**config.mk**
```make
export PLATFORM = sky130hd
export DESIGN_NAME = pipe_delay_line_flat
export DESIGN_NICKNAME = d
export VERILOG_FILES = /design/src/rtl/pipe_pkg.sv /design/src/rtl/pipe_delay_line_if.sv /design/src/rtl/dff_en_stage.sv /design/src/rtl/pipe_delay_line.sv /design/src/flat_wrapper.sv
export SDC_FILE = /design/constraint.sdc
export NUM_CORES = 1
export LEC_CHECK = 0
export CORE_MARGIN = 5
export CORE_UTILIZATION = 46
export CTS_BUF_LIST = sky130_fd_sc_hd__clkbuf_2 sky130_fd_sc_hd__clkbuf_4 sky130_fd_sc_hd__clkbuf_8
export DETAILED_ROUTE_END_ITERATION = 10
export GPL_TIMING_DRIVEN = 0
export PLACE_DENSITY_LB_ADDON = 0.1
export SYNTH_ARGS = -nofsm -noshare
export SYNTH_HDL_FRONTEND = slang
export SYNTH_SLANG_ARGS = --single-unit
```
**constraint.sdc**
```tcl
create_clock -name clk -period 2.62 [get_ports clk]
set_clock_uncertainty 0.1 [all_clocks]
set_input_delay 0.524 -clock clk [delete_from_list [all_inputs] [get_ports clk]]
set_output_delay 0.524 -clock clk [all_outputs]
set_load 0.02 [all_outputs]
```
**src/rtl/pipe_pkg.sv**
```systemverilog
// Shared helpers for the pipe_delay_line slice: width math and the
// legality check for the generic delay-line parameters.
package pipe_pkg;

    // Ceiling log2 with clog2(1) = 0, usable in constant expressions.
    function automatic int clog2(input int value);
        int result;
        int power;
        result = 0;
        power  = 1;
        for (int i = 0; i < 31; i++) begin
            if (power < value) begin
                result = result + 1;
                power  = power * 2;
            end
        end
        return result;
    endfunction

    // Bits needed to hold an occupancy of 0..depth.
    function automatic int count_width(input int depth);
        return clog2(depth + 1);
    endfunction

    function automatic bit params_legal(input int width, input int depth);
        return (width >= 1) && (depth >= 1);
    endfunction

endpackage

```
**src/rtl/pipe_delay_line_if.sv**
```systemverilog
// Producer/consumer bundle for pipe_delay_line; count width tracks DEPTH.
interface pipe_delay_line_if
    import pipe_pkg::*;
#(
    parameter int WIDTH = 8,
    parameter int DEPTH = 4
);
    localparam int CW = count_width(DEPTH);

    logic             en;
    logic             flush;
    logic             in_valid;
    logic [WIDTH-1:0] d;
    logic [WIDTH-1:0] q;
    logic             out_valid;
    logic [CW-1:0]    count;

    modport master (
        output en, flush, in_valid, d,
        input  q, out_valid, count
    );

    modport slave (
        input  en, flush, in_valid, d,
        output q, out_valid, count
    );

endinterface

```
**src/rtl/dff_en_stage.sv**
```systemverilog
// One delay-line stage: enable-gated data register plus a valid bit that
// can be cleared independently of the data path.
module dff_en_stage #(
    parameter int               WIDTH       = 8,
    parameter logic [WIDTH-1:0] RESET_VALUE = {WIDTH{1'b0}}
) (
    input  logic             clk,
    input  logic             rst,
    input  logic             en,
    input  logic             clr_valid,
    input  logic [WIDTH-1:0] d,
    input  logic             d_valid,
    output logic [WIDTH-1:0] q,
    output logic             q_valid
);

    // Data shifts on en even when valid is being cleared, so q tracks the shift.
    always_ff @(posedge clk) begin
        if (rst) begin
            q       <= RESET_VALUE;
            q_valid <= 1'b0;
        end else begin
            if (en) begin
                q <= d;
            end
            if (clr_valid) begin
                q_valid <= 1'b0;
            end else if (en) begin
                q_valid <= d_valid;
            end
        end
    end

endmodule

```
**src/rtl/pipe_delay_line.sv**
```systemverilog
// Stallable, flushable WIDTH x DEPTH delay line with a registered
// occupancy count maintained incrementally alongside the valid chain.
module pipe_delay_line
    import pipe_pkg::*;
#(
    parameter int               WIDTH       = 8,
    parameter int               DEPTH       = 4,
    parameter logic [WIDTH-1:0] RESET_VALUE = {WIDTH{1'b0}}
) (
    input  logic              clk,
    input  logic              rst,
    pipe_delay_line_if.slave  bus
);

    localparam int CW = count_width(DEPTH);

    if (!params_legal(WIDTH, DEPTH)) begin : g_param_err
        $error("pipe_delay_line: WIDTH and DEPTH must both be at least 1");
    end

    logic [WIDTH-1:0] data_s [DEPTH];
    logic             vld_s  [DEPTH];
    logic [CW-1:0]    count_r;
    logic [CW-1:0]    count_nxt_s;

    for (genvar i = 0; i < DEPTH; i++) begin : g_stage
        logic [WIDTH-1:0] stage_d_s;
        logic             stage_v_s;

        if (i == 0) begin : g_head
            assign stage_d_s = bus.d;
            assign stage_v_s = bus.in_valid;
        end else begin : g_body
            assign stage_d_s = data_s[i-1];
            assign stage_v_s = vld_s[i-1];
        end

        dff_en_stage #(
            .WIDTH       (WIDTH),
            .RESET_VALUE (RESET_VALUE)
        ) u_stage (
            .clk       (clk),
            .rst       (rst),
            .en        (bus.en),
            .clr_valid (bus.flush),
            .d         (stage_d_s),
            .d_valid   (stage_v_s),
            .q         (data_s[i]),
            .q_valid   (vld_s[i])
        );
    end

    // Insert and drop in the same advance cancel, so count stays equal to popcount(vld).
    always_comb begin
        count_nxt_s = count_r;
        if (bus.flush) begin
            count_nxt_s = {CW{1'b0}};
        end else if (bus.en) begin
            count_nxt_s = count_r + CW'(bus.in_valid) - CW'(vld_s[DEPTH-1]);
        end else begin
            count_nxt_s = count_r;
        end
    end

    // Occupancy register.
    always_ff @(posedge clk) begin
        if (rst) begin
            count_r <= {CW{1'b0}};
        end else begin
            count_r <= count_nxt_s;
        end
    end

    assign bus.q         = data_s[DEPTH-1];
    assign bus.out_valid = vld_s[DEPTH-1];
    assign bus.count     = count_r;

endmodule

```
**src/flat_wrapper.sv**
```systemverilog
// flat-port wrapper written by rule: the top's interface ports become plain ports
module pipe_delay_line_flat import pipe_pkg::*;
#(
    parameter int               WIDTH       = 8,
    parameter int               DEPTH       = 4,
    parameter logic [WIDTH-1:0] RESET_VALUE = {WIDTH{1'b0}}
)
  (clk, rst, bus_en, bus_flush, bus_in_valid, bus_d, bus_q, bus_out_valid, bus_count);
  pipe_delay_line_if #(.WIDTH(WIDTH), .DEPTH(DEPTH)) bus_i ();
  input  logic clk;
  input  logic rst;
  input wire logic [$bits(bus_i.en)-1:0] bus_en;
  input wire logic [$bits(bus_i.flush)-1:0] bus_flush;
  input wire logic [$bits(bus_i.in_valid)-1:0] bus_in_valid;
  input wire logic [$bits(bus_i.d)-1:0] bus_d;
  output wire logic [$bits(bus_i.q)-1:0] bus_q;
  output wire logic [$bits(bus_i.out_valid)-1:0] bus_out_valid;
  output wire logic [$bits(bus_i.count)-1:0] bus_count;
  assign bus_i.en = bus_en;
  assign bus_i.flush = bus_flush;
  assign bus_i.in_valid = bus_in_valid;
  assign bus_i.d = bus_d;
  assign bus_q = bus_i.q;
  assign bus_out_valid = bus_i.out_valid;
  assign bus_count = bus_i.count;
  pipe_delay_line #(.WIDTH(WIDTH), .DEPTH(DEPTH), .RESET_VALUE(RESET_VALUE)) u_core (.clk(clk), .rst(rst), .bus(bus_i));
endmodule
```
# Yosys cells after proc, flatten, opt, wreduce, memory -nomap -nowiden
# Index checks and enable logic that the tools add are counted.
dict set report word_totals {
  in_bits 13
  output_inout_bits 12
  regBits 39
}
dict set report classes {
  n_addsub 2
  n_reduce_logical 1
}
# operator n
set op_table {}
lappend op_table {{$add A3 B1 Y3} 1}
lappend op_table {{$sub A3 B1 Y3} 1}
lappend op_table {{$reduce_or A2 Y1} 1}

# Logic depth before layout (Yosys ltp)
# Gate-level depths: netlist of the first run.
dict set report logic_depth {
  ltp_word 2
  ltp_mapped 9
  depth_no_buf 9
}

# By module
# From an unflattened synthesis of the first run, not the netlist that was laid out.
dict set report hier_totals {
  hier_cells 134
  area_unflattened_um2 1486.4
}
# module n_inst cells_each area_per_inst_um2
set modules_own_cells {}
lappend modules_own_cells {dff_en_stage 4 29 325.3}
lappend modules_own_cells {pipe_delay_line 1 18 185.2}

# Worst setup path before layout of the first run
# No wires, ideal clock.
dict set report synth_path {
  path_kind {reg2reg}
  start {register u_core.count_r[0] (netlist: u_core.bus.count[0])}
  end {register u_core.count_r[2] (netlist: u_core.bus.count[2])}
  period_less_slack_ns 2.026
  n_path_buf 0
  setup_slack_ns 0.594
  setup_ns 0.116
  required_ns 2.404
  path_stages_with_launch 10
  arrival_ns 1.810
  cell_sequence {dfxtp_1 > inv_1 > ha_1 > inv_1 > ha_1 > inv_1 > fa_1 > xor2_1 > a211oi_2 > a31o_1}
}
dict set report synth_between {
  elab_chain_len 2
}
# item line_no
set synth_rtl {}
lappend synth_rtl {{start, declared} pipe_delay_line.sv:23} ;# logic [CW-1:0] count_r;
lappend synth_rtl {{start signal, assigned} pipe_delay_line.sv:68} ;# count_r <= {CW{1'b0}};
lappend synth_rtl {{start signal, assigned} pipe_delay_line.sv:70} ;# count_r <= count_nxt_s;
lappend synth_rtl {{$add A3 B1 Y3} pipe_delay_line.sv:59} ;# count_nxt_s = count_r + CW'(bus.in_valid) - CW'(vld_s[DEPTH-1]);
lappend synth_rtl {{$sub A3 B1 Y3} pipe_delay_line.sv:59}
# Every way passes these cells.
# A chain may end at the register's enable or synchronous reset.

# Worst setup path in the final report of the first run
# Ends and elaborated chain as after synthesis.

==> impl_metrics.env, run 1 <==
export IMPL_status="complete, no violations"
export IMPL_critPathMaxFanout=3
export IMPL_instances_no_fill=210
export IMPL_antennaDiodeCount=0
export IMPL_cts_tree="yes"
export IMPL_relSlewSlack_pct=69.4
export IMPL_yosysWarnings=0
export IMPL_startpoint_type="register"
export IMPL_drv_cap=0
export IMPL_insertion_delay_ns=0.33
export IMPL_fmax_ghz=0.493
export IMPL_dieArea_mm2=0.00440
export IMPL_hpwlAfterDp_um=1820
export IMPL_nets=182
export IMPL_hold_violations=0
export IMPL_htreeDepth=2
export IMPL_met2_wirelength_um=1200
export IMPL_syn_instance_count=137
export IMPL_ctsLongestPathBuffers=2
export IMPL_seq_area_frac_synth_pct=53.4
export IMPL_coreArea_mm2=0.00305
export IMPL_synth_cell_area_mm2=0.00146
export IMPL_slowest_stage="dfxtp_1"
export IMPL_place_area_mm2=0.00174
export IMPL_synth_area_per_cell_um2=10.7
export IMPL_peakVddDrop_mv=0.286
export IMPL_cts_buffers=5
export IMPL_cts_setup_buffers=0
export IMPL_clock_root_buffer="clkbuf_4"
export IMPL_dr_total_vias=977
export IMPL_end_kind="register"
export IMPL_syn2layout_area_growth_pct=22.7
export IMPL_first_iter_violations=23
export IMPL_top_layer_used="met4"
export IMPL_placedCellCount=203
export IMPL_r2r_slack_ns=0.59
export IMPL_ios=25
export IMPL_period_share_pct=77.4
export IMPL_crit_chain="inv_1 > ha_1 > inv_1 > ha_1 > inv_1 > fa_1 > xor2_1 > a211oi_2 > a31o_1"
export IMPL_clkSinkCount=39
export IMPL_period_needed_ns=2.03
export IMPL_gp_congestion=0.715
export IMPL_synth_fa_ha_area_share_pct=3.08
export IMPL_yosysTopAreaCell="dfxtp_1"
export IMPL_grt_antenna_before_repair=0
export IMPL_most_common_layout_cells="nor2_1 (39), dfxtp_1 (39), mux2i_1 (37)"
export IMPL_die_h_um=66.4
export IMPL_via_per_inst=4.65
export IMPL_worst_pin_slew_ns=0.459
export IMPL_worst_path_most_repeated_cell="inv_1"
export IMPL_synth_xor_area_share_pct=0.599
export IMPL_drt_wl_total_um=2530
export IMPL_start_util_pct=47.9
export IMPL_port_buffers=22
export IMPL_p_total_uw=1020
export IMPL_worstSetupPathType="reg2reg"
export IMPL_p_per_area_mw_per_mm2=567
export IMPL_ys_ff_latch=39
export IMPL_yosys_top_cells_area="dfxtp_1 (53%), mux2i_1 (25%), nor2_1 (10%)"
export IMPL_synth_top_family_by_area="multiplexers"
export IMPL_fin_util_pct=58.7
export IMPL_synth_nets=153
export IMPL_rsz0062_at_grt="no"
export IMPL_drc_errors=0
export IMPL_leakage_uw=0.000794
export IMPL_setup_worst_path_end="u_core.bus.count[2]"
export IMPL_ys_types=14
export IMPL_ant_nets=0
export IMPL_grt_max_degree=12
export IMPL_worstReg2RegStart="u_core.bus.count[0]"
export IMPL_synth_simple_gate_area_share_pct=10.4
export IMPL_wl_met3_um=130
export IMPL_clk_pin_slew_ns=0.10
export IMPL_reg2reg_to="u_core.bus.count[2]"
export IMPL_arrival_ns=2.16
export IMPL_drt_met1_wl_um=1170
export IMPL_drive_above_1_share_pct=9.64
export IMPL_final_setup_viol_count=0
export IMPL_critPathLaunch="u_core.bus.count[0]"
export IMPL_cp_required_ns=2.75
export IMPL_setup_tns_ns=0
export IMPL_synth_compound_area_share_pct=1.97
export IMPL_synth_top_area_share_pct=53.4
export IMPL_stdcell_area_mm2=0.00179
export IMPL_cts_resized=0
export IMPL_grt_use_total_pct=13.3
export IMPL_post_drt_wl_per_cell_um=12.1
export IMPL_first_global_vias=1041
export IMPL_drtPass1Iterations=3
export IMPL_die_width_um=66.4
export IMPL_synthMuxAreaShare_pct=25.3
export IMPL_cp_slowest_stage_delay_ns=0.37
export IMPL_rows=20
export IMPL_final_max_slew_viol_count=0
export IMPL_overflow=0
export IMPL_grt_first_pass_wirelength_um=4450
export IMPL_hold_buffers=0
export IMPL_hold_class="in2reg"
export IMPL_r2r_cells=9
[synthesized netlist by cell type]
cell type and n:
a211oi_1 1, mux2i_1 37, a211oi_2 1, buf_6 2, xor2_1 1, inv_1 4, a31o_1 1, ha_1 2
fa_1 1, nor2_1 39, dfxtp_1 39, or2_1 1, buf_2 6, clkbuf_1 2
[report_power, final]
part	switching [uW]	internal [uW]	total, uW
Sequential	8.88	609	618
Combinational	44.9	48.7	93.6
Clock	180	124	305
[through the flow]
step,worst slack (ns),hold slack (ns)
floorplan,0.594,0.360
global route,0.466,0.249
CTS,0.565,0.254
global placement,0.338,0.373
detailed placement,0.281,0.384
finish,0.592,0.261
[area by class of cell]
cell class                 count  area, um2
fill                         311       1260
sequential                    39        781
multi-input combinational     84        606
timing repair buffer          22        220
buffer                        10       60.1
tap                           44       55.1
clock buffer                   6       51.3
inverter                       4       15.0
clock inverter                 1       5.00
[per-layer routing]
metal / vias up / GRT usage (%)
met5: - / 0
met4: 0 / 6.09
met3: 5 / 4.25
met2: 17 / 21.9
met1: 451 / 15.7
li1: 504 / -
[worst min path at each step]
stage | startpoint | end | slack [ns] | cells past startpoint
floorplan | u_core.g_stage[0].u_stage.q[0] | u_core.g_stage[0].u_stage.q[0] | 0.36 | 2
global placement | u_core.g_stage[1].u_stage.q[3] | u_core.g_stage[1].u_stage.q[3] | 0.37 | 2
detailed placement | u_core.g_stage[3].u_stage.q[3] | u_core.g_stage[3].u_stage.q[3] | 0.38 | 2
CTS | rst | u_core.g_stage[0].u_stage.q[3] | 0.25 | 2
global route | rst | u_core.g_stage[0].u_stage.q[3] | 0.25 | 2
finish | rst | u_core.g_stage[0].u_stage.q[3] | 0.26 | 2
[state kept, by name (all words and copies together), names as in the netlist]
name / cells
u_core.g_stage.u_stage.q: 32
u_core.g_stage.u_stage.q_valid: 4
u_core.bus.count: 3
[kinds of logic after synthesis]
family | Yosys count
AOI/OAI and AO/OA | 3
xor gates and xnor gates | 1
adders and majority gates | 3
buffers and inverters | 14
DFF | 39
muxes | 37
and+or+nand+nor | 40
[worst max-delay path, delay by kind of cell (launching register included)]
family / cells / cell delay (ns)
AOI/OAI and AO/OA: 2 / 0.29
adders and majority gates: 3 / 0.78
buffers and inverters: 3 / 0.17
DFF: 1 / 0.37
xor gates and xnor gates: 1 / 0.23
Power figures use the tool's default switching activity.
==> run 2: changes to the inputs <==
clock period = 1.6 ns   (was 2.62 ns; I/O delays follow)
==> run 2 against run 1 <==
Net effect:
- the flow now finishes with violations (setup timing)
- worst setup slack worse by 0.78 ns
- hold slack lost 0.22 ns
- clock power up 53%
- power up 61%
- sequential cell count unchanged
- utilization is 1.7 points higher
- maximum frequency rose by 14%
- sequential power up 63%
- die area did not move
- register-to-register slack lost 0.78 ns
- largest cell class unchanged
- largest power group unchanged
==> impl_metrics.env, run 2 (synthesis results as in run 1) <==
export IMPL_syn2layout_area_growth_pct=26.2
export IMPL_drtPass1Iterations=2
export IMPL_worst_pin_slew_ns=0.490
export IMPL_pre_cts_ws_ns=-0.442
export IMPL_die_h_um=66.4
export IMPL_ctsLongestPathBuffers=2
export IMPL_switching_power_uw=395
export IMPL_ant_nets=0
export IMPL_rows=20
export IMPL_hold_buffers=0
export IMPL_layout_setup_ws_ns=-0.183
export IMPL_grt_use_total_pct=13.8
export IMPL_grt_antenna_before_repair=0
export IMPL_drt_wl_total_um=2590
export IMPL_critPathMaxFanout=2
export IMPL_end_kind="register"
export IMPL_period_share_pct=111
export IMPL_worstReg2RegStart="u_core.bus.count[0]"
export IMPL_switching_share_pct=24.1
export IMPL_start_util_pct=47.9
export IMPL_instances_no_fill=213
export IMPL_port_buffers=22
export IMPL_largest_reg_flops=32
export IMPL_critPathLaunch="u_core.bus.count[0]"
export IMPL_die_width_um=66.4
export IMPL_via_per_inst=4.62
export IMPL_first_iter_violations=20
export IMPL_final_setup_viol_count=3
export IMPL_post_drt_wl_per_cell_um=12.1
export IMPL_violations="setup timing"
export IMPL_hold_start="rst"
export IMPL_htreeDepth=2
export IMPL_cts_tree="yes"
export IMPL_relSlewSlack_pct=67.3
export IMPL_pwr_share_comb_pct=9.8
export IMPL_rsz0062_at_grt="yes"
export IMPL_seq_power_share_pct=61.7
export IMPL_insertion_delay_ns=0.34
export IMPL_clock_root_buffer="clkbuf_4"
export IMPL_peakVddDrop_mv=0.720
export IMPL_drv_cap=0
export IMPL_drive_above_1_share_pct=17.8
export IMPL_leakage_uw=0.000850
export IMPL_gp_congestion=0.729
export IMPL_final_max_slew_viol_count=0
export IMPL_cp_required_ns=1.75
export IMPL_hold_ws_ns=0.0383
export IMPL_final_common_cell="nor2_1"
export IMPL_pwr_share_clk_pct=28.5
export IMPL_setup_tns_ns=-0.409
export IMPL_arrival_ns=1.93
export IMPL_cts_buffers=5
export IMPL_first_global_vias=1041
export IMPL_startpoint_type="register"
export IMPL_period_needed_ns=1.78
export IMPL_hold_violations=0
export IMPL_dieArea_mm2=0.00440
export IMPL_coreArea_mm2=0.00305
export IMPL_ios=25
export IMPL_top_register="u_core.g_stage.u_stage.q"
export IMPL_clkSinkCount=39
export IMPL_status="finished, violations left"
export IMPL_grt_max_degree=13
export IMPL_clk_pin_slew_ns=0.11
export IMPL_fillers=283
export IMPL_dr_total_vias=983
export IMPL_most_common_layout_cells="nor2_1 (39), mux2i_1 (37), dfxtp_1 (36)"
export IMPL_overflow=0
export IMPL_drc_errors=0
export IMPL_worstSetupPathType="reg2reg"
export IMPL_placedCellCount=203
export IMPL_fmax_ghz=0.561
export IMPL_hold_class="in2reg"
export IMPL_nets=184
export IMPL_grt_first_pass_wirelength_um=4510
export IMPL_hpwlAfterDp_um=1830
export IMPL_antennaDiodeCount=0
export IMPL_intPower_uw=1240
export IMPL_p_per_area_mw_per_mm2=887
-- run 2: final cells by class --
| type | instances | area [um2] | share of cell area [%] |
|---|---|---|---|
| Multi-Input combinational cell | 84 | 646 | 35.0 |
| Clock buffer | 5 | 37.5 | 2.04 |
| Inverter | 4 | 17.5 | 0.950 |
| Buffer | 10 | 60.1 | 3.26 |
| Tap cell | 44 | 55.1 | 2.99 |
| Clock inverter | 3 | 15.0 | 0.814 |
| Timing Repair Buffer | 24 | 224 | 12.1 |
| Sequential cell | 39 | 790 | 42.8 |
-- run 2: repair_timing --
item | CTS | global route
cloned | 0 | 0
pin swaps | 1 | 1
buffers inserted | 1 | 1
endpoints found under the setup margin | 14 | 5
gates resized for setup | 11 | 4
-- run 2: critical path, stage by stage (launching register included) --
cell	delay (ns)
dfxtp_4	0.37
inv_2	0.04
ha_4	0.21
inv_4	0.05
ha_4	0.12
inv_2	0.03
fa_2	0.34
xor2_2	0.17
a211oi_2	0.09
a31o_1	0.18
-- run 2: worst paths after layout --
path	end	slack, ns	depth (start not counted)
worst max-delay path	u_core.bus.count[2]	-0.18	9
worst max register to register	u_core.bus.count[2]	-0.18	9
worst min-delay path	u_core.g_stage[0].u_stage.q[3]	0.04	2
worst min register to register	u_core.g_stage[2].u_stage.q[3]	0.40	2
-- run 2: per-layer routing --
metal / share of wire [%] / track usage, % / routed length (um) / up-vias
met4: 1.3 / 6.35 / 33 / 0
li1: - / - / - / 508
met2: 48 / 24.0 / 1250 / 19
met1: 45 / 14.4 / 1180 / 452
met5: 0 / 0 / 0 / -
met3: 5.1 / 5.44 / 131 / 4
-- run 2: power by group through the flow --
stage	registers, uW	clock network (uW)	logic, uW
global placement	1030	0	159
floorplan	1030	0	104
CTS	1010	493	162
finish	1010	466	160
detailed placement	1030	0	162
global route	1010	556	178
-- run 2: per-stage QoR --
step / utilization, % / total power [uW] / instance area, um2
after floorplan: - / 1140 / 1510
after global placement: 58.4 / 1190 / 1780
after detailed placement: 58.4 / 1190 / 1780
after CTS: 60.0 / 1660 / 1830
after global routing: 60.4 / 1750 / 1840
final: 60.4 / 1640 / 1840
